==> config.mk <==
export PLATFORM = sky130hd
export DESIGN_NAME = fetch_sequencer
export DESIGN_NICKNAME = d
export VERILOG_FILES = /design/src/rtl/fetch_sequencer.sv
export SDC_FILE = /design/constraint.sdc
export NUM_CORES = 1
export LEC_CHECK = 0
export CAP_MARGIN = 10
export CELL_PAD_IN_SITES_DETAIL_PLACEMENT = 1
export CELL_PAD_IN_SITES_GLOBAL_PLACEMENT = 1
export CORE_ASPECT_RATIO = 1.1
export CORE_MARGIN = 2
export CORE_UTILIZATION = 28
export CTS_CLUSTER_DIAMETER = 50
export DETAILED_ROUTE_END_ITERATION = 12
export MAX_ROUTING_LAYER = met4
export PLACE_DENSITY = 0.76
export SYNTH_ARGS = -nofsm -noshare
export SYNTH_HDL_FRONTEND = slang
export SYNTH_SLANG_ARGS = --single-unit
==> constraint.sdc <==
create_clock -name clk -period 1.82 [get_ports clk]
set_input_delay 0.364 -clock clk [delete_from_list [all_inputs] [get_ports clk]]
set_output_delay 0.364 -clock clk [all_outputs]
set_load 0.03 [all_outputs]
==> src/rtl/fetch_sequencer.sv <==
// Instruction fetch sequencer: issues reads to a fixed-latency instruction
// RAM, stages each returned word with its address, and handles stall,
// branch redirect and halt.
//
// Ports:
//   clk, reset            clock, synchronous active-high reset
//   run, stall, halt      start from IDLE / hold issue / stop after fetch
//   branch_valid/_target  redirect request and address
//   iram_en, iram_rd_en   RAM enables (asserted only on an issue cycle)
//   iram_addr, iram_rdata RAM address (always pc) and returned data
//   pc                    next fetch address
//   stage_ld              stage-register load strobe (LOAD state)
//   stage_instr/_pc/_valid staged instruction, its address, valid flag
//   busy                  state is ISSUE, WAIT or LOAD
module fetch_sequencer #(
    parameter int              PC_W     = 8,
    parameter int              INSTR_W  = 16,
    parameter int              RAM_LAT  = 1,
    parameter logic [PC_W-1:0] RESET_PC = '0
) (
    input  logic               clk,
    input  logic               reset,
    input  logic               run,
    input  logic               stall,
    input  logic               halt,
    input  logic               branch_valid,
    input  logic [PC_W-1:0]    branch_target,
    output logic               iram_en,
    output logic               iram_rd_en,
    output logic [PC_W-1:0]    iram_addr,
    input  logic [INSTR_W-1:0] iram_rdata,
    output logic [PC_W-1:0]    pc,
    output logic               stage_ld,
    output logic [INSTR_W-1:0] stage_instr,
    output logic [PC_W-1:0]    stage_pc,
    output logic               stage_valid,
    output logic               busy
);

    typedef enum logic [2:0] {
        S_IDLE,
        S_ISSUE,
        S_WAIT,
        S_LOAD,
        S_HALTED
    } state_e;

    // WAIT lasts RAM_LAT-1 cycles; the counter is loaded with RAM_LAT-2
    // and WAIT exits when it reads zero.
    localparam int          WAIT_INIT_I = (RAM_LAT > 1) ? RAM_LAT - 2 : 0;
    localparam logic [1:0]  WAIT_INIT   = WAIT_INIT_I[1:0];
    localparam logic        HAS_WAIT    = (RAM_LAT > 1);

    state_e               state_q;
    logic [PC_W-1:0]      pc_q;
    logic [PC_W-1:0]      issued_q;
    logic [PC_W-1:0]      stage_pc_q;
    logic [INSTR_W-1:0]   stage_instr_q;
    logic                 stage_valid_q;
    logic                 halt_pend_q;
    logic [1:0]           wait_cnt_q;

    logic                 active;
    logic                 do_issue;
    logic                 do_load;
    logic [PC_W-1:0]      pc_inc_d;

    assign active   = (state_q == S_ISSUE) || (state_q == S_WAIT)
                   || (state_q == S_LOAD);
    // Branch and halt take priority over an issue in the same cycle, so
    // the RAM is not enabled for an address that would be thrown away.
    assign do_issue = !reset && (state_q == S_ISSUE) && !branch_valid
                   && !halt && !stall;
    assign do_load  = !reset && (state_q == S_LOAD) && !branch_valid;
    assign pc_inc_d = pc_q + PC_W'(1);

    assign iram_en     = do_issue;
    assign iram_rd_en  = do_issue;
    assign iram_addr   = pc_q;
    assign pc          = pc_q;
    assign stage_ld    = do_load;
    assign stage_instr = stage_instr_q;
    assign stage_pc    = stage_pc_q;
    assign stage_valid = stage_valid_q;
    assign busy        = !reset && active;

    always_ff @(posedge clk) begin
        if (reset) begin
            state_q       <= S_IDLE;
            pc_q          <= RESET_PC;
            issued_q      <= '0;
            stage_pc_q    <= '0;
            stage_instr_q <= '0;
            stage_valid_q <= 1'b0;
            halt_pend_q   <= 1'b0;
            wait_cnt_q    <= '0;
        end else if (active && branch_valid) begin
            // Redirect cancels the in-flight fetch. A halt requested now
            // or earlier still wins once pc has been redirected.
            pc_q          <= branch_target;
            stage_valid_q <= 1'b0;
            halt_pend_q   <= 1'b0;
            wait_cnt_q    <= '0;
            state_q       <= (halt || halt_pend_q) ? S_HALTED : S_ISSUE;
        end else begin
            case (state_q)
                S_IDLE: begin
                    if (run) state_q <= S_ISSUE;
                end
                S_ISSUE: begin
                    if (halt) begin
                        state_q <= S_HALTED;
                    end else if (!stall) begin
                        issued_q   <= pc_q;
                        pc_q       <= pc_inc_d;
                        wait_cnt_q <= WAIT_INIT;
                        state_q    <= HAS_WAIT ? S_WAIT : S_LOAD;
                    end
                end
                S_WAIT: begin
                    if (halt) halt_pend_q <= 1'b1;
                    if (wait_cnt_q == 2'd0) begin
                        state_q <= S_LOAD;
                    end else begin
                        wait_cnt_q <= wait_cnt_q - 2'd1;
                    end
                end
                S_LOAD: begin
                    stage_instr_q <= iram_rdata;
                    stage_pc_q    <= issued_q;
                    stage_valid_q <= 1'b1;
                    halt_pend_q   <= 1'b0;
                    state_q <= (halt || halt_pend_q) ? S_HALTED : S_ISSUE;
                end
                S_HALTED: begin
                end
                default: begin
                    state_q <= S_IDLE;
                end
            endcase
        end
    end

endmodule

==> run_results.csv <==
group,metric,value,unit
worst_setup_path,cp_cell_sequence,"buf_6, nor3_4, nand3_2, nor3_4, buf_6",
worst_setup_path,slowest_stage,"dfxtp_2",
synth,ys_seq_elements,47,
worst_setup_path,regToRegSetupSlack,0.12,ns
clocking,cts_tree,"built",
synth,syn_nets,286,
power,p_total,2.40,mW
clocking,clockBufferDepth,2,
power,peakVddDrop,0.000387,V
worst_setup_path,r2r_cells,5,
drt,vias,1975,
synth,synth_area_per_cell,8.04,µm²
worst_setup_path,r2r_start,"state_q[2]",
floorplanning,dieArea,8000,µm²
synth,synth.top_cell.area_share,46.1,%
worst_setup_path,crit_required,1.46,ns
clocking,path_clk_slew,0.09,ns
timing,rsz0062_at_grt,"true",
synth,yosysWarnings,0,
clocking,cts_max_level,2,
worst_setup_path,worstReg2RegEnd,"iram_addr[7]",
cells_and_area,layout-drive-gt1-share,14.2,%
global_route,antenna_found_initial,0,
worst_hold_path,hp-class,"input port to flip-flop",
floorplanning,die_y,93.6,µm
power,power_density,776,nW/µm²
worst_hold_path,hold_depth,2,
cells_and_area,antenna_cells,0,
cells_and_area,syn_to_final_growth,51.5,%
run_status,status,"completed",
timing,hold_viol,0,
place,hpwl,3980,µm
worst_setup_path,start_kind,"flip-flop",
floorplanning,ios,75,
place,finalWeightedCongestion,0.805,
drt,viasPerCell,4.76,
cells_and_area,fin_util,43.9,%
synth,synth.distinct_cells,30,
floorplanning,start_util,29.0,%
synth,synth_area_leaders,"dfxtp_1 (46%), nand2_1 (11%), a21oi_1 (8.6%)",
synth,synth_top_area_cell,"dfxtp_1",
timing,worst_pin_slew,0.442,ns
timing,setup_viol,0,
clocking,cts-buffers-inserted,5,
cells_and_area,multi_input_area,965,µm²
global_route,grt_pass1_wl,9360,µm
drt,drtPass1Iterations,4,
worst_hold_path,min-delay-start,"reset",
floorplanning,rows,32,
clocking,ctsHoldBuffers,0,
power,leakage,1.14,nW
global_route,grt_pass1_vias,2022,
global_route,grt_overflow,0,
cells_and_area,regArea,942,µm²
timing,maxSlewViolCount,0,
worst_setup_path,critPathMaxFanout,3,
timing,period_needed,1.79,ns
global_route,grt_start_max_net_pins,40,
clocking,numClockSinks,47,
cells_and_area,fill_cells,844,
worst_setup_path,slowest_delay,0.34,ns
timing,slew_headroom,70.6,%
synth,yosysSeqAreaShare,46.1,%
synth,synth_area,2040,µm²
floorplanning,core,7050,µm²
worst_setup_path,critPathTopFamily,"simple AND/OR/NAND/NOR gates",
run,maxCapViolCount,0,
worst_setup_path,critPathKind,"flip-flop to primary output",
clocking,clock_latency,0.30,ns
floorplanning,chipWidth,85.5,µm
drt,wirelength,5730,µm
worst_hold_path,min_to,"state_q[2]",
timing,fmax,559,MHz
place,port_buffers,74,
timing,fin_skew,0.00652,ns
timing,fin_crit_sh,98.3,%
synth,synth_cells,254,
worst_setup_path,path_buf_inv,2,
global_route,track_usage,15.1,%
clocking,cts_root_buffer,"clkbuf_8",
drt,first_iter_violations,51,
drt,drtAntennaViolNets,0,
worst_setup_path,cp.arrival,1.43,ns
drt,drc,0,
worst_setup_path,cp-end-kind,"primary output",
drt,wl_per_cell,13.8,µm
cells_and_area,nets,361,
## how the worst max path moves through the flow
stage / to / cells past startpoint / slack, ns / start
floorplan: iram_rd_en / 6 / 0.002 / state_q[1]
global placement: iram_addr[7] / 6 / -0.40 / halt
detailed placement: iram_addr[5] / 6 / -0.46 / halt
CTS: iram_rd_en / 5 / 0.02 / state_q[1]
global route: iram_en / 5 / -0.06 / state_q[1]
finish: iram_rd_en / 5 / 0.03 / state_q[1]
## kinds of logic (layout without fill, tap and decap cells)
family | Yosys count | in the layout | share of synthesized area [%]
flops | 47 | 47 | 46.1
xor+xnor | 7 | 7 | 3.00
fa+ha+maj | 2 | 2 | 1.22
mux | 2 | 2 | 0.980
compound gates | 59 | 59 | 16.9
buf+inv | 35 | 111 | 8.33
simple gates | 102 | 102 | 23.5
## cells in the final DEF, fill, tap and decap left out, drive strengths merged, types with 4 or more instances in the layout
| cell type | n |
|---|---|
| nand2 | 59 |
| clkdlybuf4s50 | 57 |
| dfxtp | 47 |
| a21oi | 35 |
| buf | 28 |
| nor2 | 14 |
| o21ai | 10 |
| dlygate4sd2 | 10 |
| nor3 | 10 |
| a211oi | 9 |
| xnor2 | 6 |
| inv | 6 |
| clkbuf | 6 |
| a31oi | 4 |
## cell usage after synthesis
cell,n
o211ai_1,1
dfxtp_1,47
nor3_2,1
nor2_1,14
nand2b_1,3
buf_4,9
a211oi_2,4
a31oi_1,4
buf_2,4
ha_1,2
nand4_1,1
or4b_1,3
nand2_1,59
xnor2_1,6
nand3b_1,2
nor3b_1,1
nor4bb_1,1
a21oi_1,35
nand3_1,3
nor4_1,2
mux2i_1,2
inv_1,6
xor2_1,1
or3_1,1
nor4_4,1
o21ai_0,10
and3b_1,1
nor3_1,9
clkbuf_1,16
a211oi_1,5
## registers in the layout, indices dropped and copies added, names as in the netlist
name / count
wait_cnt_q: 2
iram_addr: 8
stage_pc: 8
state_q: 3
halt_pend_q: 1
issued_q: 8
stage_valid: 1
stage_instr: 16
## routing by layer
layer | GRT usage, % | vias to the layer above | wire length [µm]
met3 | 3.18 | 6 | 269
met1 | 17.3 | 928 | 2420
met5 | - | - | 0
met4 | 4.37 | 0 | 74
li1 | - | 996 | -
met2 | 26.4 | 45 | 2970
## repair_timing
action                     CTS  global route
gates cloned                 0             0
pin swaps                    3             3
gates resized for setup     14             4
setup buffers                4             2
setup endpoints to repair   15             5
## cell type report
type / instances / area share (%)
Multi-Input combinational cell: 172 / 31.2
Sequential cell: 47 / 30.4
Timing Repair Buffer: 97 / 30.0
Tap cell: 85 / 3.44
Clock buffer: 6 / 2.34
Clock inverter: 2 / 1.94
Inverter: 6 / 0.728
## power breakdown
part / leakage [nW] / total (mW) / internal (mW) / switching (mW)
combinational: 0.692 / 0.415 / 0.188 / 0.227
sequential: 0.380 / 1.08 / 1.05 / 0.0282
clock: 0.0654 / 0.904 / 0.549 / 0.355
## stage by stage
stage | setup WS (ns) | setup TNS [ns] | hold WS, ns | std cells | cell area [µm²]
after floorplan | 0.00214 | 0 | 0.428 | 254 | 2100
after global placement | -0.404 | -3.61 | 0.439 | 401 | 2910
after detailed placement | -0.462 | -3.87 | 0.445 | 401 | 2910
after CTS | 0.0219 | 0 | 0.421 | 413 | 3070
after global routing | -0.0570 | -0.114 | 0.449 | 415 | 3100
final | 0.0303 | 0 | 0.419 | 415 | 3100
No activity file was read; power rests on OpenSTA's default activity.
